### src/rtl/seq_divider.sv
// Sequential restoring divider: DW-bit dividend / VW-bit divisor -> DW-bit quotient, VW-bit remainder.
// Latency: DW clocks from the accepting edge to the done edge; divide-by-zero answers on the accepting edge.
// Backpressure: none queued; start is ignored while busy, results hold until the next done.
//
// Ports:
//   clk, rst             rising-edge clock, synchronous active-high reset
//   start                request; sampled only while idle, together with dividend/divisor
//   dividend, divisor    operands
//   busy                 high for the DW cycles of an iteration run
//   done                 one-cycle pulse when quotient/remainder/div_by_zero are updated
//   quotient, remainder  results, held between done pulses
//   div_by_zero          set with done when divisor was 0 (quotient then reads all ones)
module seq_divider #(
    parameter int DW = 8,
    parameter int VW = 4
) (
    input  logic          clk,
    input  logic          rst,
    input  logic          start,
    input  logic [DW-1:0] dividend,
    input  logic [VW-1:0] divisor,
    output logic          busy,
    output logic          done,
    output logic [DW-1:0] quotient,
    output logic [VW-1:0] remainder,
    output logic          div_by_zero
);

    // One extra bit so the counter never wraps inside a division.
    localparam int CW = $clog2(DW) + 1;

    typedef enum logic {
        IDLE,
        RUN
    } state_t;

    state_t state, state_nxt;

    logic [DW-1:0] q_reg;   // dividend shifting out / quotient bits shifting in
    logic [VW-1:0] d_reg;   // latched divisor
    logic [VW:0]   r_reg;   // partial remainder, one guard bit for the trial subtract
    logic [CW-1:0] cnt;

    logic [VW:0]   r_sh;
    logic [VW:0]   trial;
    logic [VW:0]   r_step;
    logic [DW-1:0] q_step;
    logic          last_iter;
    logic          accept;
    logic          accept_zero;

    // One restoring step on {R,Q} shifted left by one. R is always < D, so its
    // top bit is zero and the shifted value still fits in VW+1 bits.
    always_comb begin
        r_sh  = {r_reg[VW-1:0], q_reg[DW-1]};
        trial = r_sh - {1'b0, d_reg};
        if (trial[VW]) begin
            r_step = r_sh;
            q_step = {q_reg[DW-2:0], 1'b0};
        end else begin
            r_step = trial;
            q_step = {q_reg[DW-2:0], 1'b1};
        end
    end

    assign last_iter   = (state == RUN) && (cnt == CW'(DW - 1));
    assign accept      = (state == IDLE) && start && (divisor != '0);
    assign accept_zero = (state == IDLE) && start && (divisor == '0);
    assign busy        = (state == RUN);

    always_comb begin
        state_nxt = state;
        case (state)
            IDLE: if (accept)    state_nxt = RUN;
            RUN:  if (last_iter) state_nxt = IDLE;
            default:             state_nxt = IDLE;
        endcase
    end

    always_ff @(posedge clk) begin
        if (rst) state <= IDLE;
        else     state <= state_nxt;
    end

    always_ff @(posedge clk) begin
        if (rst) begin
            q_reg       <= '0;
            d_reg       <= '0;
            r_reg       <= '0;
            cnt         <= '0;
            done        <= 1'b0;
            quotient    <= '0;
            remainder   <= '0;
            div_by_zero <= 1'b0;
        end else begin
            done <= 1'b0;
            case (state)
                IDLE: begin
                    if (accept) begin
                        q_reg       <= dividend;
                        d_reg       <= divisor;
                        r_reg       <= '0;
                        cnt         <= '0;
                        div_by_zero <= 1'b0;
                    end else if (accept_zero) begin
                        done        <= 1'b1;
                        div_by_zero <= 1'b1;
                        quotient    <= '1;
                        remainder   <= '0;
                    end
                end
                RUN: begin
                    q_reg <= q_step;
                    r_reg <= r_step;
                    cnt   <= cnt + CW'(1);
                    if (last_iter) begin
                        quotient  <= q_step;
                        remainder <= r_step[VW-1:0];
                        done      <= 1'b1;
                    end
                end
                default: ;
            endcase
        end
    end

endmodule
### config.mk
export PLATFORM = sky130hd
export DESIGN_NAME = seq_divider
export DESIGN_NICKNAME = d
export VERILOG_FILES = /design/src/rtl/seq_divider.sv
export SDC_FILE = /design/constraint.sdc
export NUM_CORES = 1
export LEC_CHECK = 0
export BUFFER_PORTS_ARGS = -buffer_cell sky130_fd_sc_hd__buf_2
export CAP_MARGIN = 30
export CORE_MARGIN = 3
export CORE_UTILIZATION = 25
export CTS_BUF_LIST = sky130_fd_sc_hd__clkbuf_4 sky130_fd_sc_hd__clkbuf_8
export DETAILED_ROUTE_END_ITERATION = 6
export PLACE_DENSITY_LB_ADDON = 0.25
export SYNTH_ARGS = -nofsm -noshare
export SYNTH_HDL_FRONTEND = slang
export SYNTH_SLANG_ARGS = --single-unit
### constraint.sdc
create_clock -name clk -period 6.5 [get_ports clk]
set_input_delay 1.3 -clock clk [delete_from_list [all_inputs] [get_ports clk]]
set_output_delay 1.3 -clock clk [all_outputs]
set_load 0.03 [all_outputs]
======== Word-level counts from Yosys, hierarchy flattened ========
Cells that the tools add are included.
operators by class
  $mul .................................... 0
  reductions and logical operators ........ 10
  mux-type cells .......................... 25
  magnitude comparators ................... 0
  shifts and indexed selects .............. 0
  div/mod/pow operators ................... 0
  equal/unequal tests ..................... 5
  bitwise operators ....................... 1
  $add $sub $neg .......................... 2
operators with widths
  kind                   count
  $mux W8                4
  $pmux W8 S2            2
  $mux W4                6
  $pmux W4 S2            3
  $mux W1                8
  $ne A2 B2 Y1 const B   3
  $sub A5 B4 Y5          1
  $add A4 B1 Y4 const B  1
  $eq A4 B3 Y1 const B   1
  $logic_and A1 B1 Y1    4
  $logic_not A4 Y1       1
  $pmux W1 S2            2
  $reduce_and A2 Y1      2
  $reduce_bool A4 Y1     1
  $reduce_and A3 Y1      1
  $ne A2 B1 Y1 const B   1
  $reduce_bool A2 Y1     1
  $not A1 Y1             1
word-level totals
  bits in writable memories ............... 0
  logic and storage cells ................. 52
  memory bits (read-only) ................. 0
  bits in latches ......................... 0
  memories kept ........................... 0
  flip-flop bits (word level) ............. 35

======== Depth between registers and ports, before layout ========
  word-level depth ........................ 6
  mapped depth ............................ 8

======== Least setup slack after synthesis ========
No wires, ideal clock.
  kind .................................... input-to-reg
  start ................................... input port divisor[3]
  end ..................................... register q_reg[3]
  arrival time ............................ 2293 ps
  setup time .............................. 128 ps
  setup slack ............................. 4079 ps
  stages on the path ...................... 6
  buffers on the path ..................... 1
  cells stage by stage .................... nor4_2 > nor2_1 > buf_2 > mux2_2 > mux2i_1 > nor2_1
on the way
  word-level cells in the longest chain between the ends .. 3
ends and longest elaborated chain
  element                 RTL line  source
  start: declaration      21        input logic [VW-1:0] divisor,
  $reduce_bool A4 Y1      67        assign accept = (state == IDLE) && start && (divisor != '0);
  $logic_and A1 B1 Y1     67
  $ne A2 B2 Y1 (no line)  -
  end signal: assignment  100       q_reg <= dividend;
  end signal: assignment  113       q_reg <= q_step;
  end: declaration        39        logic [DW-1:0] q_reg;
Every way passes these cells.
A chain may end at the register's enable or synchronous reset.

======== Worst setup path after layout ========
  start ................................... input port divisor[1]
  end ..................................... register r_reg[2]
on the way
  word-level cells in the longest chain between the ends .. 3
ends and longest elaborated chain
  element                 RTL line  source
  $reduce_bool A4 Y1      67
  $logic_and A1 B1 Y1     67
  $ne A2 B2 Y1 (no line)  -
  end signal: assignment  114       r_reg <= r_step;
  end: declaration        41        logic [VW:0] r_reg;
Every way passes these cells.

==> metrics.csv <==
metric;value;unit
grt_first_pass_wirelength;6460;um
async_reset_ff_share;0;%
end_kind;flip-flop;
fmax;358;MHz
critPathMaxFanout;11;
drv_cap;0;
grt_max_degree;38;
die_w;88.7;um
io_pins;30;
start_util;26.4;%
drt_iter0_drc;95;
drtAntennaViolNets;0;
fin_tns_setup;0;ns
final.setup_skew;0.00567;ns
ys_top_cells_by_count;dfxtp_1 (35), nor2_1 (34), a21oi_1 (17), mux2i_1 (12), nand2_1 (11);
avgSynthCellArea;8.91;um2
synth_top_area_share;40.9;%
cts_buffers;5;
syn_area;1710;um2
synth_ff_type;dfxtp_1;
critPathBufInv;1;
worstPathRequired;6.64;ns
hold_viol;0;
synth_area_leader_cell;dfxtp_1;
p_per_area;242;nW/um2
leakagePower;0.820;nW
fillers;687;
crit_slowest_cell;nor2_1;
wirelength;3670;um
post_cts_buffers;0;
final_cells;296;
cts_buffer_depth;2;
drc;0;
core;6490;um2
gp_congestion;0.765;
fin_crit_sh;42.9;%
ys_ff_latch;35;
crit_arrival;2.93;ns
synth-seq-area-share;40.9;%
dr.pass1.iters;4;
cts_tree;built;
wl_per_cell;12.4;um
drive_above_1_share;23.3;%
max_stage_delay;0.70;ns
grt-ovfl-total;0;
diodes;0;
insertion_delay;0.28;ns
finalCriticalPeriod;2.79;ns
rsz0062_at_grt;no;
status;finished, final reports clean;
grt_pass1_vias;1341;
dieArea;7880;um2
htree_levels;2;
setup_viol;0;
maxSlewHeadroom;38.8;%
grt.total_usage;10.5;%
vdd_drop_max;0.0899;mV
crit_top_cell;nor2_1;
vias;1349;
crit_type;input pin to flip-flop;
cts_resized;0;
cts_hold_buf;0;
clkSlewWorstSetupHoldPaths;0.07;ns
worst_slew_pin_slew;0.914;ns
die_height;88.7;um
antenna_found_initial;0;
io_buffers;29;
area_growth;16.7;%
yosysMostFrequentCell;dfxtp_1;
worst_setup_path_start_kind;input pin;
cts-root-buf;clkbuf_8;
placed_cells;288;
rows;29;
slew_viol_final;0;
cts_sinks;35;
netlist_instances;192;
crit_path_cell_trace;buf_2 -> nor4_2 -> nor2_1 -> nor2_1 -> a221oi_1 -> a31oi_1;
yosysUniqueCellTypes;39;
hpwl;2720;um
layout.nets;239;
hp-class;flip-flop to flip-flop;
synth_fp_nets;213;
synth-warning-count;0;
synth_edf_count;0;
synth_area_leaders;dfxtp_1 (41%), nor2_1 (7.5%), mux2i_1 (7.0%), a21oi_1 (5.0%), mux2_2 (3.9%);
crit_family;simple AND/OR/NAND/NOR gates;
routed_via_density;4.56;
## stage by stage
stage | hold WS [ns] | utilization (%) | area (um2) | setup WS, ns | total power [mW]
floorplan | 0.436 | - | 1710 | 4.08 | 0.317
global placement | 0.451 | 29.5 | 1910 | 3.42 | 0.340
detailed placement | 0.449 | 29.5 | 1910 | 3.40 | 0.340
CTS | 0.463 | 30.8 | 2000 | 3.70 | 0.491
global route | 0.496 | 30.8 | 2000 | 3.47 | 0.513
finish | 0.458 | 30.8 | 2000 | 3.71 | 0.483
## area by class of cell
type / count / area (um2) / share of cell area [%]
Multi-Input combinational cell: 138 / 935 / 46.8
Sequential cell: 35 / 701 / 35.1
Timing Repair Buffer: 30 / 153 / 7.64
Tap cell: 77 / 96.3 / 4.82
Clock buffer: 5 / 68.8 / 3.44
Inverter: 8 / 30.0 / 1.50
Clock inverter: 3 / 15.0 / 0.751
## logic make-up after synthesis
logic type / synth area share (%)
multiplexers: 11.0
adder cells (fa/ha/maj): 4.82
buffers and inverters: 4.46
flip-flops: 40.9
AO/OA/AOI/OAI: 13.7
XOR/XNOR: 2.63
AND/OR/NAND/NOR: 22.5
## routing by layer
layer / GRT usage, % / share of wire, % / vias up
met5: 0 / 0 / -
met3: 2.79 / 5.1 / 4
met1: 14.9 / 50 / 605
met4: 3.71 / 1.3 / 0
met2: 15.4 / 43 / 23
li1: - / - / 717
## worst register-to-register path, stage by stage (launching register included)
cell	delay, ns
dfxtp_1	0.39
inv_1	0.08
ha_1	0.22
fa_1	0.41
nand2b_2	0.21
o2bb2ai_4	0.20
xnor2_4	0.31
mux2i_1	0.26
o32ai_1	0.11
## cells in the final DEF, fill, tap and decap left out, drive strengths merged, types with 3 or more instances in the layout
master	netlist	final
o21ai	3	3
clkinv	0	3
buf	5	30
nor3b	3	3
nand3	3	3
clkbuf	6	5
nor2b	3	3
nor2	35	35
a22oi	4	4
mux2i	12	12
ha	5	5
nor3	8	8
inv	8	8
dfxtp	35	35
nand2	11	11
a21oi	17	17
nand2b	5	5
mux2	6	6
## path summary, 6_finish.rpt
kind	from	depth (start not counted)	to	slack, ns
min	div_by_zero	2	div_by_zero	0.46
max reg2reg	q_reg[7]	8	remainder[2]	4.18
max	divisor[1]	6	r_reg[2]	3.71
min reg2reg	div_by_zero	2	div_by_zero	0.46
## power by group
group / total (mW) / switching (mW) / internal (mW)
clock: 0.149 / 0.0760 / 0.0733
sequential: 0.235 / 0.0108 / 0.224
combinational: 0.0984 / 0.0536 / 0.0448
total: 0.483 / 0.140 / 0.342
Note: power is estimated with default switching activity, not from simulation.
